**config.mk**
```make
export PLATFORM = sky130hd
export DESIGN_NAME = operand_fetch_flat
export DESIGN_NICKNAME = d
export VERILOG_FILES = /design/src/rtl/operand_fetch_if.sv /design/src/rtl/operand_fetch.sv /design/src/flat_wrapper.sv
export SDC_FILE = /design/constraint.sdc
export NUM_CORES = 1
export LEC_CHECK = 0
export BUFFER_PORTS_ARGS = -buffer_cell sky130_fd_sc_hd__buf_4
export CAP_MARGIN = 40
export CORE_MARGIN = 1.5
export CORE_UTILIZATION = 31
export CTS_BUF_LIST = sky130_fd_sc_hd__clkbuf_8
export CTS_CLUSTER_DIAMETER = 30
export CTS_CLUSTER_SIZE = 25
export DETAILED_ROUTE_END_ITERATION = 8
export GPL_TIMING_DRIVEN = 0
export PLACE_DENSITY = 0.54
export SLEW_MARGIN = 40
export SYNTH_ARGS = -nofsm -noshare
export SYNTH_HDL_FRONTEND = slang
export SYNTH_SLANG_ARGS = --single-unit
```
**constraint.sdc**
```tcl
create_clock -name clk_i -period 2.15 [get_ports clk_i]
set_input_delay 0 -clock clk_i [delete_from_list [all_inputs] [get_ports clk_i]]
set_output_delay 0 -clock clk_i [all_outputs]
set_load 0.02 [all_outputs]
```
**src/rtl/operand_fetch_if.sv**
```systemverilog
`default_nettype none
// ----------------------------------------------------------------------------
// operand_fetch_if : request, register-file read/writeback and response bus
// Rev 1.0
// ----------------------------------------------------------------------------
interface operand_fetch_if #(
  parameter int REG_COUNT = 32,
  parameter int REG_WIDTH = 32,
  parameter int TAG_WIDTH = 8
);
  localparam int AW = $clog2(REG_COUNT);

  logic                 req_valid_i;
  logic                 req_ready_o;
  logic [AW-1:0]        req_src_1_i;
  logic [AW-1:0]        req_src_2_i;
  logic [TAG_WIDTH-1:0] req_tag_i;

  logic [AW-1:0]        rf_address_1_o;
  logic [AW-1:0]        rf_address_2_o;
  logic [REG_WIDTH-1:0] rf_rd_data_1_i;
  logic [REG_WIDTH-1:0] rf_rd_data_2_i;

  logic [AW-1:0]        wb_address_i;
  logic [REG_WIDTH-1:0] wb_data_i;
  logic                 wb_en_i;

  logic                 rsp_valid_o;
  logic                 rsp_ready_i;
  logic [REG_WIDTH-1:0] rsp_operand_1_o;
  logic [REG_WIDTH-1:0] rsp_operand_2_o;
  logic [TAG_WIDTH-1:0] rsp_tag_o;

  // master is the operand-fetch stage itself; slave is the surrounding core
  modport master (
    input  req_valid_i, req_src_1_i, req_src_2_i, req_tag_i,
    input  rf_rd_data_1_i, rf_rd_data_2_i,
    input  wb_address_i, wb_data_i, wb_en_i,
    input  rsp_ready_i,
    output req_ready_o, rf_address_1_o, rf_address_2_o,
    output rsp_valid_o, rsp_operand_1_o, rsp_operand_2_o, rsp_tag_o
  );

  modport slave (
    output req_valid_i, req_src_1_i, req_src_2_i, req_tag_i,
    output rf_rd_data_1_i, rf_rd_data_2_i,
    output wb_address_i, wb_data_i, wb_en_i,
    output rsp_ready_i,
    input  req_ready_o, rf_address_1_o, rf_address_2_o,
    input  rsp_valid_o, rsp_operand_1_o, rsp_operand_2_o, rsp_tag_o
  );
endinterface
`default_nettype wire

```
**src/rtl/operand_fetch.sv**
```systemverilog
`default_nettype none
// ----------------------------------------------------------------------------
// operand_fetch : two-stage register-file read with writeback forwarding
// Rev 1.0
// ----------------------------------------------------------------------------
module operand_fetch #(
  parameter int REG_COUNT = 32,
  parameter int REG_WIDTH = 32,
  parameter int TAG_WIDTH = 8
) (
  input  wire logic         clk_i,
  input  wire logic         reset_ni,
  operand_fetch_if.master   bus
);
  localparam int AW = $clog2(REG_COUNT);

  // S1: read in flight or held operands
  logic                 r_s1_valid;
  logic                 r_s1_have;
  logic                 r_s1_fwd_1;
  logic                 r_s1_fwd_2;
  logic [REG_WIDTH-1:0] r_s1_data_1;
  logic [REG_WIDTH-1:0] r_s1_data_2;
  logic [TAG_WIDTH-1:0] r_s1_tag;

  // S2: output register
  logic                 r_s2_valid;
  logic [REG_WIDTH-1:0] r_s2_op_1;
  logic [REG_WIDTH-1:0] r_s2_op_2;
  logic [TAG_WIDTH-1:0] r_s2_tag;

  logic                 w_s2_free;
  logic                 w_req_ready;
  logic                 w_accept;
  logic                 w_move;
  logic                 w_fwd_1;
  logic                 w_fwd_2;
  logic [REG_WIDTH-1:0] w_op_1;
  logic [REG_WIDTH-1:0] w_op_2;

  assign w_s2_free   = !r_s2_valid || bus.rsp_ready_i;
  assign w_req_ready = !r_s1_valid || w_s2_free;
  assign w_accept    = bus.req_valid_i && w_req_ready;
  assign w_move      = r_s1_valid && w_s2_free;

  // Writeback in the accept cycle lands after the RF samples its read address
  assign w_fwd_1 = bus.wb_en_i && (bus.wb_address_i == bus.req_src_1_i);
  assign w_fwd_2 = bus.wb_en_i && (bus.wb_address_i == bus.req_src_2_i);

  // The S1 data registers hold either forwarded data or latched read data
  assign w_op_1 = (r_s1_have || r_s1_fwd_1) ? r_s1_data_1 : bus.rf_rd_data_1_i;
  assign w_op_2 = (r_s1_have || r_s1_fwd_2) ? r_s1_data_2 : bus.rf_rd_data_2_i;

  always_ff @(posedge clk_i or negedge reset_ni) begin
    if (!reset_ni) begin
      r_s1_valid  <= 1'b0;
      r_s1_have   <= 1'b0;
      r_s1_fwd_1  <= 1'b0;
      r_s1_fwd_2  <= 1'b0;
      r_s1_data_1 <= '0;
      r_s1_data_2 <= '0;
      r_s1_tag    <= '0;
    end else if (w_accept) begin
      r_s1_valid  <= 1'b1;
      r_s1_have   <= 1'b0;
      r_s1_fwd_1  <= w_fwd_1;
      r_s1_fwd_2  <= w_fwd_2;
      r_s1_data_1 <= bus.wb_data_i;
      r_s1_data_2 <= bus.wb_data_i;
      r_s1_tag    <= bus.req_tag_i;
    end else if (w_move) begin
      r_s1_valid  <= 1'b0;
      r_s1_have   <= 1'b0;
      r_s1_fwd_1  <= 1'b0;
      r_s1_fwd_2  <= 1'b0;
    end else if (r_s1_valid && !r_s1_have) begin
      // RF data is only valid this one cycle, so capture it while stalled
      r_s1_data_1 <= w_op_1;
      r_s1_data_2 <= w_op_2;
      r_s1_have   <= 1'b1;
    end
  end

  always_ff @(posedge clk_i or negedge reset_ni) begin
    if (!reset_ni) begin
      r_s2_valid <= 1'b0;
      r_s2_op_1  <= '0;
      r_s2_op_2  <= '0;
      r_s2_tag   <= '0;
    end else if (w_move) begin
      r_s2_valid <= 1'b1;
      r_s2_op_1  <= w_op_1;
      r_s2_op_2  <= w_op_2;
      r_s2_tag   <= r_s1_tag;
    end else if (bus.rsp_ready_i) begin
      r_s2_valid <= 1'b0;
    end
  end

  assign bus.req_ready_o     = w_req_ready;
  assign bus.rf_address_1_o  = bus.req_src_1_i;
  assign bus.rf_address_2_o  = bus.req_src_2_i;
  assign bus.rsp_valid_o     = r_s2_valid;
  assign bus.rsp_operand_1_o = r_s2_op_1;
  assign bus.rsp_operand_2_o = r_s2_op_2;
  assign bus.rsp_tag_o       = r_s2_tag;

endmodule
`default_nettype wire
```
**src/flat_wrapper.sv**
```systemverilog
// flat-port wrapper written by rule: the top's interface ports become plain ports
module operand_fetch_flat 
#(
  parameter int REG_COUNT = 32,
  parameter int REG_WIDTH = 32,
  parameter int TAG_WIDTH = 8
)
  (clk_i, reset_ni, bus_req_valid_i, bus_req_src_1_i, bus_req_src_2_i, bus_req_tag_i, bus_rf_rd_data_1_i, bus_rf_rd_data_2_i, bus_wb_address_i, bus_wb_data_i, bus_wb_en_i, bus_rsp_ready_i, bus_req_ready_o, bus_rf_address_1_o, bus_rf_address_2_o, bus_rsp_valid_o, bus_rsp_operand_1_o, bus_rsp_operand_2_o, bus_rsp_tag_o);
  operand_fetch_if #(.REG_COUNT(REG_COUNT), .REG_WIDTH(REG_WIDTH), .TAG_WIDTH(TAG_WIDTH)) bus_i ();
  input  wire logic clk_i;
  input  wire logic reset_ni;
  input wire logic [$bits(bus_i.req_valid_i)-1:0] bus_req_valid_i;
  input wire logic [$bits(bus_i.req_src_1_i)-1:0] bus_req_src_1_i;
  input wire logic [$bits(bus_i.req_src_2_i)-1:0] bus_req_src_2_i;
  input wire logic [$bits(bus_i.req_tag_i)-1:0] bus_req_tag_i;
  input wire logic [$bits(bus_i.rf_rd_data_1_i)-1:0] bus_rf_rd_data_1_i;
  input wire logic [$bits(bus_i.rf_rd_data_2_i)-1:0] bus_rf_rd_data_2_i;
  input wire logic [$bits(bus_i.wb_address_i)-1:0] bus_wb_address_i;
  input wire logic [$bits(bus_i.wb_data_i)-1:0] bus_wb_data_i;
  input wire logic [$bits(bus_i.wb_en_i)-1:0] bus_wb_en_i;
  input wire logic [$bits(bus_i.rsp_ready_i)-1:0] bus_rsp_ready_i;
  output wire logic [$bits(bus_i.req_ready_o)-1:0] bus_req_ready_o;
  output wire logic [$bits(bus_i.rf_address_1_o)-1:0] bus_rf_address_1_o;
  output wire logic [$bits(bus_i.rf_address_2_o)-1:0] bus_rf_address_2_o;
  output wire logic [$bits(bus_i.rsp_valid_o)-1:0] bus_rsp_valid_o;
  output wire logic [$bits(bus_i.rsp_operand_1_o)-1:0] bus_rsp_operand_1_o;
  output wire logic [$bits(bus_i.rsp_operand_2_o)-1:0] bus_rsp_operand_2_o;
  output wire logic [$bits(bus_i.rsp_tag_o)-1:0] bus_rsp_tag_o;
  assign bus_i.req_valid_i = bus_req_valid_i;
  assign bus_i.req_src_1_i = bus_req_src_1_i;
  assign bus_i.req_src_2_i = bus_req_src_2_i;
  assign bus_i.req_tag_i = bus_req_tag_i;
  assign bus_i.rf_rd_data_1_i = bus_rf_rd_data_1_i;
  assign bus_i.rf_rd_data_2_i = bus_rf_rd_data_2_i;
  assign bus_i.wb_address_i = bus_wb_address_i;
  assign bus_i.wb_data_i = bus_wb_data_i;
  assign bus_i.wb_en_i = bus_wb_en_i;
  assign bus_i.rsp_ready_i = bus_rsp_ready_i;
  assign bus_req_ready_o = bus_i.req_ready_o;
  assign bus_rf_address_1_o = bus_i.rf_address_1_o;
  assign bus_rf_address_2_o = bus_i.rf_address_2_o;
  assign bus_rsp_valid_o = bus_i.rsp_valid_o;
  assign bus_rsp_operand_1_o = bus_i.rsp_operand_1_o;
  assign bus_rsp_operand_2_o = bus_i.rsp_operand_2_o;
  assign bus_rsp_tag_o = bus_i.rsp_tag_o;
  operand_fetch #(.REG_COUNT(REG_COUNT), .REG_WIDTH(REG_WIDTH), .TAG_WIDTH(TAG_WIDTH)) u_core (.clk_i(clk_i), .reset_ni(reset_ni), .bus(bus_i));
endmodule
```
==> impl_metrics.env <==
export IMPL_synth_async_sr_flop_share=1.000
export IMPL_arrival_ps=2240
export IMPL_outcome="complete, no violations"
export IMPL_clkTransAtPathRegs_ps=90
export IMPL_fin_nets=1086
export IMPL_seq_area_frac_synth=0.5603
export IMPL_root_buffer="clkbuf_8"
export IMPL_crit_reg2reg_capture="u_core.bus.rsp_operand_1_o[21]"
export IMPL_yosys_warnings=0
export IMPL_r2r_cells=5
export IMPL_overflow=0
export IMPL_peakVddDrop_mv=0.3777
export IMPL_cts_tree="yes"
export IMPL_path_cells="nand2b_1 -> and2_1 -> clkbuf_1 -> clkbuf_1 -> a31oi_1"
export IMPL_ys_types=28
export IMPL_cp_num_cells=5
export IMPL_syn_cell_area_um2=6655
export IMPL_antenna_cells=0
export IMPL_drcViolationCount=0
export IMPL_r2r_setup_slack_ps=200
export IMPL_place_ws_ps=201.4
export IMPL_grt_pass1_vias=6446
export IMPL_fin_skew_ps=11.68
export IMPL_fmax_ghz=0.5132
export IMPL_crit_required_ps=2440
export IMPL_synth_edf_count=0
export IMPL_crit_family="buffers and inverters"
export IMPL_final_common_cell="buf_4"
export IMPL_clkLatencyLatePin_ps=450
export IMPL_wl_per_cell_um=18.91
export IMPL_endpoint_kind="register"
export IMPL_die_x_um=149.5
export IMPL_via_per_inst=5.066
export IMPL_synth_nets=743
export IMPL_cts_sinks=149
export IMPL_path_max_fanout=10
export IMPL_num_vias=6332
export IMPL_die_h_um=149.5
export IMPL_dr_wl_met2_um=11440
export IMPL_finalSetupTns_ps=0
export IMPL_syn_to_final_growth_pct=53.37
export IMPL_hp_class="input pin to asynchronous set/reset pin"
export IMPL_fin_crit_ps=1949
export IMPL_setup_viol=0
export IMPL_routed_wl_met3_um=1280
export IMPL_coreArea_um2=21020
export IMPL_synth_flop_cell="dfrtp_1"
export IMPL_critPathLaunchType="register"
export IMPL_antenna_found_initial=0
export IMPL_cp_num_buf_inv=2
export IMPL_syn_instance_count=619
export IMPL_grt_max_degree=70
export IMPL_synth_area_per_cell_um2=10.75
export IMPL_drt_met1_wl_um=10700
export IMPL_cpMostUsedCell="clkbuf_1"
export IMPL_die_area_um2=22360
export IMPL_top_layer_used="met4"
export IMPL_cap_viol_max_count=0
export IMPL_mostFrequentLayoutCells="219 x buf_4, 149 x dfrtp_1, 130 x nand2_1"
export IMPL_tightest_slew_ps=652.8
export IMPL_worstReg2RegStart="u_core.bus.rsp_valid_o"
export IMPL_drtIter0Drc=370
export IMPL_htree_levels=4
export IMPL_finalWeightedCongestion=0.7812
export IMPL_ys_ff_latch=149
export IMPL_timing_slew_headroom=0.5648
export IMPL_worst_slack_ps=201.4
export IMPL_cp_slowest_cell="clkbuf_1"
export IMPL_routed_wl_um=23630
export IMPL_final_antenna_net_count=0
export IMPL_drive_gt1_frac=0.3682
export IMPL_hpwl_um=16230
export IMPL_portBuffers=207
export IMPL_numCtsBuffers=17
export IMPL_rsz0062_at_grt="false"
export IMPL_crit_path_max_incr_delay_ps=520
export IMPL_hold_viol=0
export IMPL_min_period_over_period=0.9063
export IMPL_maxSlewViolCount=0
export IMPL_postCtsSetupBuffers=0
export IMPL_critPathKind="register to register"
export IMPL_clk_path_buf_depth=2
export IMPL_dr_pass1_iters=4
export IMPL_cts_resized=0
export IMPL_start_util=0.3166
export IMPL_cts_hold_buf=115
export IMPL_io_pins=208
export IMPL_num_rows=53
export IMPL_p_leak_nw=4.461
export IMPL_power_density_nw_per_um2=856.7
export IMPL_grt_usage=0.2152
export IMPL_grt_first_pass_wirelength_um=36540
==> worst min-delay path: stages <==
cell	delay [ps]
dlygate4sd3_1	560
buf_8	140
buf_16	280
==> kinds of logic after synthesis <==
| logic type | after synthesis | synth area share |
|---|---|---|
| AO/OA/AOI/OAI | 197 | 0.2211 |
| buffers and inverters | 67 | 0.05396 |
| AND/OR/NAND/NOR | 178 | 0.1190 |
| XOR/XNOR | 10 | 0.01316 |
| multiplexers | 18 | 0.03252 |
| flip-flops | 149 | 0.5603 |
==> flip-flops by register name, summed over array words and instances, names as in the netlist <==
| register | count |
|---|---|
| u_core.r_s1_valid | 1 |
| u_core.bus.rsp_valid_o | 1 |
| u_core.bus.rsp_tag_o | 8 |
| u_core.bus.rsp_operand_2_o | 32 |
| u_core.bus.rsp_operand_1_o | 32 |
| u_core.r_s1_data_2 | 32 |
| u_core.r_s1_fwd_1 | 1 |
| u_core.r_s1_data_1 | 32 |
| u_core.r_s1_have | 1 |
| u_core.r_s1_fwd_2 | 1 |
| u_core.r_s1_tag | 8 |
==> per-layer routing <==
layer,vias up,track usage
met5,-,0
met4,0,0.05198
met3,16,0.04512
met2,221,0.3463
met1,3136,0.2952
li1,2959,-
==> through the flow <==
stage | hold slack, ps | cell area (um^2) | power (mW) | util | instances
final | 125.6 | 10210 | 8.744 | 0.4856 | 1250
after global routing | 113.7 | 10210 | 9.216 | 0.4856 | 1250
after CTS | 116.7 | 10210 | 8.842 | 0.4858 | 1250
after detailed placement | -146.5 | 8616 | 6.179 | 0.4099 | 1103
after global placement | 218.1 | 8553 | 6.131 | 0.4069 | 1101
after floorplan | -295.6 | 6655 | 4.976 | - | 619
==> synthesized netlist by cell type (4+ instances only) <==
library cell | number | area (um^2)
a21oi_1 | 64 | 320.3
a31oi_1 | 64 | 400.4
buf_2 | 17 | 85.08
buf_4 | 13 | 97.59
buf_6 | 5 | 56.30
clkbuf_1 | 30 | 112.6
dfrtp_1 | 149 | 3729
mux2_2 | 15 | 168.9
nand2_1 | 130 | 488.0
nand4_1 | 4 | 25.02
o21ai_0 | 4 | 20.02
o221a_1 | 5 | 56.30
o221a_2 | 59 | 664.4
or3_1 | 32 | 200.2
xnor2_1 | 10 | 87.58
==> cell type report <==
type,instances,area (um^2)
Fill cell,2010,10810
Sequential cell,149,3729
Timing Repair Buffer,324,2763
Multi-Input combinational cell,403,2567
Buffer,65,351.6
Tap cell,275,344.1
Clock buffer,18,247.7
Clock inverter,14,197.7
Inverter,2,7.507
==> how the worst max path moves through the flow <==
| stage | slack [ps] | start | to |
|---|---|---|---|
| 5_1_grt | 10 | u_core.r_s1_valid | u_core.r_s1_fwd_1 |
| 2_1_floorplan | 610 | u_core.bus.rsp_valid_o | u_core.r_s1_tag[0] |
| 6_report | 200 | u_core.bus.rsp_valid_o | u_core.bus.rsp_operand_1_o[21] |
| 3_3_place_gp | 200 | reset_ni | u_core.bus.rsp_operand_2_o[25] |
| 4_1_cts | 160 | u_core.bus.rsp_valid_o | u_core.bus.rsp_operand_2_o[28] |
| 3_5_place_dp | 200 | u_core.bus.rsp_valid_o | u_core.bus.rsp_operand_2_o[28] |
==> report_power, final <==
part           switching (mW)  internal [mW]
logic                    1.38           1.24
clock network            1.16           1.31
registers               0.331           3.33
total                    2.87           5.87
Power figures use the tool's default switching activity.
